$ cat src/rtl/pipelined_rca_addsub_pkg.sv
// Shared definitions for the pipelined ripple-carry adder/subtractor.
//   ADD / SUB     : values of the 'sub' mode input
//   chunk_width() : bits resolved per pipeline stage
//   width_ok()    : legality of a WIDTH/STAGES pair, checked at elaboration
package pipelined_rca_addsub_pkg;

  localparam logic ADD = 1'b0;
  localparam logic SUB = 1'b1;

  function automatic int unsigned chunk_width(input int unsigned width,
                                              input int unsigned stages);
    return width / stages;
  endfunction

  function automatic bit width_ok(input int unsigned width, input int unsigned stages);
    return (stages != 0) && (width != 0) && ((width % stages) == 0);
  endfunction

endpackage

$ cat src/rtl/pipelined_rca_addsub_if.sv
// Operand/result bus of the pipelined adder/subtractor.
//   master : operand source and result consumer (drives operands, out_ready)
//   slave  : the adder (drives in_ready and the result beat)
interface pipelined_rca_addsub_if #(
  parameter int unsigned WIDTH = 32,
  parameter int unsigned TAG_W = 4
);

  logic             in_valid;
  logic             in_ready;
  logic [WIDTH-1:0] a;
  logic [WIDTH-1:0] b;
  logic             cin;
  logic             sub;
  logic [TAG_W-1:0] tag_in;

  logic             out_valid;
  logic             out_ready;
  logic [WIDTH-1:0] s;
  logic             cout;
  logic             ovf;
  logic             zero;
  logic [TAG_W-1:0] tag_out;

  modport master (
    output in_valid, a, b, cin, sub, tag_in, out_ready,
    input  in_ready, out_valid, s, cout, ovf, zero, tag_out
  );

  modport slave (
    input  in_valid, a, b, cin, sub, tag_in, out_ready,
    output in_ready, out_valid, s, cout, ovf, zero, tag_out
  );

endinterface

$ cat src/rtl/pipelined_rca_addsub_rca_chunk.sv
// Combinational W-bit ripple-carry adder built from a chain of full adders.
//   a, b     : addends
//   cin      : carry into bit 0
//   s        : sum
//   cout     : carry out of bit W-1
//   c_msb_in : carry into bit W-1 (xor with cout gives signed overflow)
module rca_chunk #(
  parameter int unsigned W = 8
) (
  input  logic [W-1:0] a,
  input  logic [W-1:0] b,
  input  logic         cin,
  output logic [W-1:0] s,
  output logic         cout,
  output logic         c_msb_in
);

  always_comb begin
    logic carry;
    carry    = cin;
    s        = '0;
    c_msb_in = 1'b0;
    for (int i = 0; i < W; i++) begin
      if (i == W - 1) c_msb_in = carry;
      s[i]  = a[i] ^ b[i] ^ carry;
      carry = (a[i] & b[i]) | (carry & (a[i] ^ b[i]));
    end
    cout = carry;
  end

endmodule

$ cat src/rtl/pipelined_rca_addsub.sv
// Pipelined ripple-carry adder/subtractor: WIDTH bits split into STAGES chunks, one chunk
// resolved per cycle with the carry registered between stages. Results carry cout, signed
// overflow, zero flag and the caller's tag, in issue order, STAGES cycles after acceptance.
//   clk : rising-edge clock
//   rst : asynchronous active-high reset, discards everything in flight
//   bus : slave side of pipelined_rca_addsub_if (operand and result valid/ready beats)
module pipelined_rca_addsub
  import pipelined_rca_addsub_pkg::*;
#(
  parameter int unsigned WIDTH  = 32,
  parameter int unsigned STAGES = 4,
  parameter int unsigned TAG_W  = 4
) (
  input logic                   clk,
  input logic                   rst,
  pipelined_rca_addsub_if.slave bus
);

  localparam int unsigned CHUNK = chunk_width(WIDTH, STAGES);

  if (!width_ok(WIDTH, STAGES)) begin : g_width_check
    $error("pipelined_rca_addsub: WIDTH must be a nonzero multiple of STAGES");
  end

  logic adv;

  // Per-stage inputs: stage 0 sees the bus, stage k sees the registers of stage k-1.
  logic [STAGES-1:0] v_in;
  logic [STAGES-1:0] carry_in;
  logic [TAG_W-1:0]  tag_st [STAGES];
  logic [WIDTH-1:0]  a_in   [STAGES];
  logic [WIDTH-1:0]  bp_in  [STAGES];
  logic [WIDTH-1:0]  sum_in [STAGES];

  logic [WIDTH-1:0]  chunk_s;
  logic [STAGES-1:0] chunk_co;
  logic              chunk_cm [STAGES];

  // Stage registers; index STAGES-1 is the output stage.
  logic [STAGES-1:0] v_q;
  logic [STAGES-1:0] carry_q;
  logic [TAG_W-1:0]  tag_q [STAGES];
  logic [WIDTH-1:0]  a_q   [STAGES];
  logic [WIDTH-1:0]  bp_q  [STAGES];
  logic [WIDTH-1:0]  sum_q [STAGES];
  logic [WIDTH-1:0]  sum_d [STAGES];
  logic              ovf_q, ovf_d;
  logic              zero_q, zero_d;

  always_comb begin
    v_in[0]     = bus.in_valid;
    tag_st[0]   = bus.tag_in;
    a_in[0]     = bus.a;
    bp_in[0]    = (bus.sub == SUB) ? ~bus.b : bus.b;
    carry_in[0] = (bus.sub == ADD) ? bus.cin : 1'b1;
    sum_in[0]   = '0;
    for (int k = 1; k < STAGES; k++) begin
      v_in[k]     = v_q[k-1];
      tag_st[k]   = tag_q[k-1];
      a_in[k]     = a_q[k-1];
      bp_in[k]    = bp_q[k-1];
      carry_in[k] = carry_q[k-1];
      sum_in[k]   = sum_q[k-1];
    end
  end

  for (genvar k = 0; k < STAGES; k++) begin : g_stage
    rca_chunk #(
      .W(CHUNK)
    ) u_chunk (
      .a        (a_in[k][k*CHUNK +: CHUNK]),
      .b        (bp_in[k][k*CHUNK +: CHUNK]),
      .cin      (carry_in[k]),
      .s        (chunk_s[k*CHUNK +: CHUNK]),
      .cout     (chunk_co[k]),
      .c_msb_in (chunk_cm[k])
    );
  end

  always_comb begin
    for (int k = 0; k < STAGES; k++) begin
      sum_d[k]                  = sum_in[k];
      sum_d[k][k*CHUNK +: CHUNK] = chunk_s[k*CHUNK +: CHUNK];
    end
    // Flags come from the top chunk and the fully accumulated sum.
    ovf_d  = chunk_cm[STAGES-1] ^ chunk_co[STAGES-1];
    zero_d = (sum_d[STAGES-1] == '0);
  end

  always_ff @(posedge clk or posedge rst) begin
    if (rst) begin
      v_q     <= '0;
      carry_q <= '0;
      ovf_q   <= 1'b0;
      zero_q  <= 1'b0;
      for (int k = 0; k < STAGES; k++) begin
        tag_q[k] <= '0;
        a_q[k]   <= '0;
        bp_q[k]  <= '0;
        sum_q[k] <= '0;
      end
    end else if (adv) begin
      v_q     <= v_in;
      carry_q <= chunk_co;
      ovf_q   <= ovf_d;
      zero_q  <= zero_d;
      for (int k = 0; k < STAGES; k++) begin
        tag_q[k] <= tag_st[k];
        a_q[k]   <= a_in[k];
        bp_q[k]  <= bp_in[k];
        sum_q[k] <= sum_d[k];
      end
    end
  end

  // The whole pipe moves in lockstep; it only freezes on a stalled valid result.
  assign adv          = !v_q[STAGES-1] || bus.out_ready;
  assign bus.in_ready  = adv;
  assign bus.out_valid = v_q[STAGES-1];
  assign bus.s         = sum_q[STAGES-1];
  assign bus.cout      = carry_q[STAGES-1];
  assign bus.ovf       = ovf_q;
  assign bus.zero      = zero_q;
  assign bus.tag_out   = tag_q[STAGES-1];

endmodule

$ cat src/flat_wrapper.sv
// flat-port wrapper written by rule: the top's interface ports become plain ports
module pipelined_rca_addsub_flat import pipelined_rca_addsub_pkg::*;
#(
  parameter int unsigned WIDTH  = 32,
  parameter int unsigned STAGES = 4,
  parameter int unsigned TAG_W  = 4
)
  (clk, rst, bus_in_valid, bus_a, bus_b, bus_cin, bus_sub, bus_tag_in, bus_out_ready, bus_in_ready, bus_out_valid, bus_s, bus_cout, bus_ovf, bus_zero, bus_tag_out);
  pipelined_rca_addsub_if #(.WIDTH(WIDTH), .TAG_W(TAG_W)) bus_i ();
  input logic clk;
  input logic rst;
  input wire logic [$bits(bus_i.in_valid)-1:0] bus_in_valid;
  input wire logic [$bits(bus_i.a)-1:0] bus_a;
  input wire logic [$bits(bus_i.b)-1:0] bus_b;
  input wire logic [$bits(bus_i.cin)-1:0] bus_cin;
  input wire logic [$bits(bus_i.sub)-1:0] bus_sub;
  input wire logic [$bits(bus_i.tag_in)-1:0] bus_tag_in;
  input wire logic [$bits(bus_i.out_ready)-1:0] bus_out_ready;
  output wire logic [$bits(bus_i.in_ready)-1:0] bus_in_ready;
  output wire logic [$bits(bus_i.out_valid)-1:0] bus_out_valid;
  output wire logic [$bits(bus_i.s)-1:0] bus_s;
  output wire logic [$bits(bus_i.cout)-1:0] bus_cout;
  output wire logic [$bits(bus_i.ovf)-1:0] bus_ovf;
  output wire logic [$bits(bus_i.zero)-1:0] bus_zero;
  output wire logic [$bits(bus_i.tag_out)-1:0] bus_tag_out;
  assign bus_i.in_valid = bus_in_valid;
  assign bus_i.a = bus_a;
  assign bus_i.b = bus_b;
  assign bus_i.cin = bus_cin;
  assign bus_i.sub = bus_sub;
  assign bus_i.tag_in = bus_tag_in;
  assign bus_i.out_ready = bus_out_ready;
  assign bus_in_ready = bus_i.in_ready;
  assign bus_out_valid = bus_i.out_valid;
  assign bus_s = bus_i.s;
  assign bus_cout = bus_i.cout;
  assign bus_ovf = bus_i.ovf;
  assign bus_zero = bus_i.zero;
  assign bus_tag_out = bus_i.tag_out;
  pipelined_rca_addsub #(.WIDTH(WIDTH), .STAGES(STAGES), .TAG_W(TAG_W)) u_core (.clk(clk), .rst(rst), .bus(bus_i));
endmodule
$ cat config.mk
export PLATFORM = sky130hd
export DESIGN_NAME = pipelined_rca_addsub_flat
export DESIGN_NICKNAME = d
export VERILOG_FILES = /design/src/rtl/pipelined_rca_addsub_pkg.sv /design/src/rtl/pipelined_rca_addsub_if.sv /design/src/rtl/pipelined_rca_addsub_rca_chunk.sv /design/src/rtl/pipelined_rca_addsub.sv /design/src/flat_wrapper.sv
export SDC_FILE = /design/constraint.sdc
export NUM_CORES = 1
export LEC_CHECK = 0
export ABC_AREA = 1
export CORE_ASPECT_RATIO = 0.9
export CORE_MARGIN = 2
export CORE_UTILIZATION = 55
export CTS_BUF_LIST = sky130_fd_sc_hd__clkbuf_16
export DETAILED_ROUTE_END_ITERATION = 8
export HOLD_SLACK_MARGIN = 0.1
export PLACE_DENSITY_LB_ADDON = 0.12
export SYNTH_ARGS = -nofsm -noshare
export SYNTH_HDL_FRONTEND = slang
export SYNTH_HIERARCHICAL = 1
export SYNTH_SLANG_ARGS = --single-unit
$ cat constraint.sdc
create_clock -name clk -period 8.1 [get_ports clk]
set_input_delay 2.025 -clock clk [delete_from_list [all_inputs] [get_ports clk]]
set_output_delay 2.025 -clock clk [all_outputs]
set_load 0.02 [all_outputs]
# Yosys cells after proc, flatten, opt, wreduce, memory -nomap -nowiden
# Cells that the tools add are included.
# totals
ff_bits,298
output_inout_bits,41
inputBits,74
word_cells,185
# op_classes
bitwise_logic,162
reduce_logical,3
muxes,2
# ops
op,count
bitwise XOR 1 bit,65
bitwise AND 1 bit,64
logical NOT 32 bit,1
two-way mux 32 bit,1
inverter 32 bit,1
OR 1 bit,32
logical NOT 1 bit,1
logical OR 1 bit,1
two-way mux 1 bit,1

# Longest topological paths before layout
# depth
ltp_word,19
depth_mapped,17
ltp_nobuf,17

# By module
# Netlist, hierarchy kept.
# modules_own_cells
module,cells_each,instances,seq_area_each_um2,area_per_inst_um2
pipelined_rca_addsub,850,1,5054.8,8032.7
rca_chunk,18,4,0.0,197.7

# Worst setup path after synthesis
# OpenSTA, ideal clock, no wires.
# synth_timing
kind,input-to-reg
start,input bus_sub
end,register u_core.sum_q (netlist bit u_core/sum_d[71])
t_arrival_ps,5520
stages,17
n_path_buf,2
slack_ps,2464
required_ps,7984
setup_ps,116
path_cell_list,buf_4 buf_4 or2_2 fa_1 inv_1 fa_1 inv_1 fa_1 fa_1 fa_1 fa_1 inv_1 fa_1 inv_1 fa_1 nand2_1 nand2_1
# synth_rtl
element,line,text
"start, declared",flat_wrapper.sv:16,input wire logic [$bits(bus_i.sub)-1:0] bus_sub;
"end signal, assigned by index",pipelined_rca_addsub.sv:111,sum_q[k] <= sum_d[k];
"end, declared",pipelined_rca_addsub.sv:45,logic [WIDTH-1:0] sum_q [STAGES];

# Final worst setup path
# layout_timing
start,input bus_out_ready
end,output bus_in_ready
# layout_via
elab_chain_cells,1
# layout_lines
element,line,text
"start, declared",flat_wrapper.sv:18,input wire logic [$bits(bus_i.out_ready)-1:0] bus_out_ready;
logical OR 1 bit,pipelined_rca_addsub.sv:117,assign adv = !v_q[STAGES-1] || bus.out_ready;
"end, declared",flat_wrapper.sv:19,output wire logic [$bits(bus_i.in_ready)-1:0] bus_in_ready;
# No other way between the ends.

==> impl_metrics.json <==
{
  "drcViolationCount": 0,
  "setup_tns_ns": 0,
  "path_buf_inv": 3,
  "ys_seq_elements": 202,
  "swShare_pct": 36.6,
  "wl_per_cell_um": 13.5,
  "rows": 43,
  "clock-root-buffer": "clkbuf_16",
  "cts_htree_levels": 1,
  "fmax_ghz": 0.178,
  "clkPwrFrac_pct": 21.3,
  "cap_violations": 0,
  "first_pass_iters": 5,
  "syn-instance-count": 922,
  "r2r-start": "u_core/a_in[24]",
  "maxSlewHeadroom_pct": 35.1,
  "grt_pass1_vias": 5556,
  "crit_arrival_ns": 3.59,
  "ir_worst_vdd_uv": 204,
  "vias": 5870,
  "outcome": "completed",
  "routed_wl_um": 16600,
  "cp_common_cell": "clkdlybuf4s50_1",
  "critical_path_class": "primary input to primary output",
  "yosys-top-cells-area": "dfrtp_1 (57%), nand2_1 (16%), fa_1 (7.3%)",
  "yosysSeqAreaShare_pct": 57.3,
  "portBuffers": 114,
  "fp.dieW_um": 138,
  "finalWeightedCongestion": 0.744,
  "drt-initial-drc-count": 515,
  "vias_per_cell": 4.79,
  "cts_tree": "built",
  "start_util_pct": 56.7,
  "dp_hpwl_um": 10700,
  "layout_commonest_cell": "nand2_1",
  "dpl-instance-area_mm2": 0.00987,
  "ff2ff_setup_slack_ns": 4.09,
  "slowest_stage": "clkdlybuf4s50_1",
  "dieArea_mm2": 0.0171,
  "skew_ns": 0.00796,
  "numCtsBuffers": 21,
  "insertion_delay_ns": 0.49,
  "p_leak_nw": 5.13,
  "die_h_um": 124,
  "clock-sinks": 202,
  "end_kind": "primary output",
  "antenna_found_initial": 0,
  "synth_nets": 1028,
  "combPwrFrac_pct": 36.4,
  "crit_fanout": 78,
  "r2r_end": "u_core/bus.zero",
  "syn_area_mm2": 0.00882,
  "avgSynthCellArea_um2": 9.57,
  "cts_setup_buffers": 0,
  "cts_resized": 0,
  "slowest_delay_ns": 0.69,
  "switchingPower_w": 0.00148,
  "drv_slew": 0,
  "power_density_mw_per_mm2": 385,
  "crit_chain": "clkdlybuf4s50_1 > inv_1 > nand2_8 > clkdlybuf4s50_1",
  "fin_crit_ns": 5.61,
  "timing.final.hold_violations": 0,
  "cp_num_cells": 4,
  "grt_max_degree": 145,
  "track_usage_pct": 20.5,
  "tightest_slew_ns": 0.974,
  "r2r_cells": 17,
  "drive_gt1_share_pct": 3.32,
  "min_path_type": "flop to flop",
  "final_cell_mix": "nand2_1 (367), dfrtp_1 (202), clkdlybuf4s50_1 (113)",
  "clk_pin_slew_ns": 0.06,
  "diodes": 0,
  "seq_power_share_pct": 42.2,
  "cp-start-kind": "primary input",
  "critPathRequiredTime_ns": 6.08,
  "grt-ovfl-total": 0,
  "core_area_mm2": 0.0155,
  "holdBufCountCts": 0,
  "yosys.area.top_type": "dfrtp_1",
  "ys.warnings.count": 6,
  "ioPinCount": 115,
  "final_design_area_no_fill_mm2": 0.0105,
  "finalCritPeriodShare_pct": 69.3,
  "cts_buffer_depth": 3,
  "syn_to_final_growth_pct": 18.7,
  "rsz0062_at_grt": "false",
  "ant_nets": 0,
  "startpoint": "bus_out_ready",
  "setup_viol_count_final": 0,
  "synth_top_area_share_pct": 57.3,
  "ys_types": 19,
  "crit_end": "bus_in_ready",
  "grt_pass1_wl_um": 27500,
  "nets": 1119,
  "cp_top_family": "buffers and inverters",
  "p_int_w": 0.00255
}
==> Yosys cell counts <==
| cell | n |
|---|---|
| nand3_1 | 3 |
| o21ai_1 | 19 |
| inv_1 | 92 |
| inv_4 | 1 |
| o21ai_0 | 101 |
| buf_4 | 12 |
| nor2_1 | 17 |
| or2_2 | 1 |
| o21a_1 | 1 |
| o21bai_1 | 1 |
| nand2_4 | 1 |
| fa_1 | 32 |
| buf_2 | 9 |
| xnor2_1 | 25 |
| dfrtp_1 | 202 |
| xor2_1 | 8 |
| nand2_1 | 367 |
| buf_6 | 20 |
| clkbuf_1 | 10 |
==> sequential cells by signal, indices dropped and copies added (netlist names) <==
signal              flops
u_core/bus.zero         1
u_core/bus.s           32
u_core/bus.tag_out      4
u_core/sum_d           48
u_core/bus.ovf          1
u_core/a_in            48
u_core/carry_q          4
u_core/v_q              4
u_core/bp_in           48
u_core/tag_q           12
==> metal layers <==
layer  global-route usage, %  share of wire, %  vias to the layer above
li1                        -                 -                     2976
met5                       0                 0                        -
met2                    29.4                43                      127
met1                    33.1                50                     2741
met3                    2.89               4.2                       26
met4                    5.03               2.2                        0
==> cell families after synthesis <==
family	after synthesis	share of synthesized area (%)
fa+ha+maj	32	7.26
compound gates	122	6.98
xor+xnor	33	3.28
buf+inv	144	8.49
flops	202	57.3
simple gates	389	16.7
==> worst reg2reg max path, stage by stage (launching register included) <==
cell      delay, ns
dfrtp_1        0.40
fa_1           0.43
inv_1          0.08
fa_1           0.16
inv_1          0.05
fa_1           0.37
fa_1           0.39
fa_1           0.39
fa_1           0.38
inv_1          0.07
fa_1           0.15
inv_1          0.07
fa_1           0.50
nor2_1         0.12
nand2_1        0.07
nor2_1         0.10
nand3_1        0.08
o21bai_1       0.12
==> power by group through the flow <==
stage	clock (W)	combinational, W	sequential (W)
final	0.000860	0.00147	0.00170
after global routing	0.000916	0.00169	0.00176
after CTS	0.000876	0.00148	0.00171
after detailed placement	0	0.00146	0.00172
after global placement	0	0.00144	0.00171
after floorplan	0	0.000947	0.00176
==> layout make-up <==
type / instances / area, µm²
Clock buffer: 21 / 526
Clock inverter: 13 / 77.6
Fill cell: 1293 / 5070
Inverter: 93 / 362
Multi-Input combinational cell: 576 / 3030
Sequential cell: 202 / 5050
Tap cell: 202 / 253
Timing Repair Buffer: 119 / 1170
==> through the flow <==
stage	hold slack (ns)	utilization [%]	setup slack, ns	power [W]	instances
5_1_grt	0.487	67.4	2.37	0.00437	1226
4_1_cts	0.461	67.4	2.46	0.00406	1226
3_5_place_dp	0.439	63.5	2.28	0.00318	1192
3_3_place_gp	0.427	63.5	2.34	0.00314	1192
6_report	0.461	67.4	2.49	0.00403	1226
2_1_floorplan	0.420	-	0.564	0.00271	922
==> how the worst min path moves through the flow <==
stage                        to             start  cells past startpoint  slack (ns)
6_report          u_core/v_q[3]     u_core/v_q[2]                      2        0.46
5_1_grt        u_core/bus.s[16]  u_core/bus.s[16]                      2        0.49
4_1_cts           u_core/v_q[3]     u_core/v_q[2]                      2        0.46
3_5_place_dp      u_core/v_q[3]     u_core/v_q[2]                      2        0.44
3_3_place_gp      u_core/v_q[3]     u_core/v_q[2]                      2        0.43
2_1_floorplan     u_core/v_q[3]     u_core/v_q[2]                      2        0.42
No activity file was read; power rests on OpenSTA's default activity.
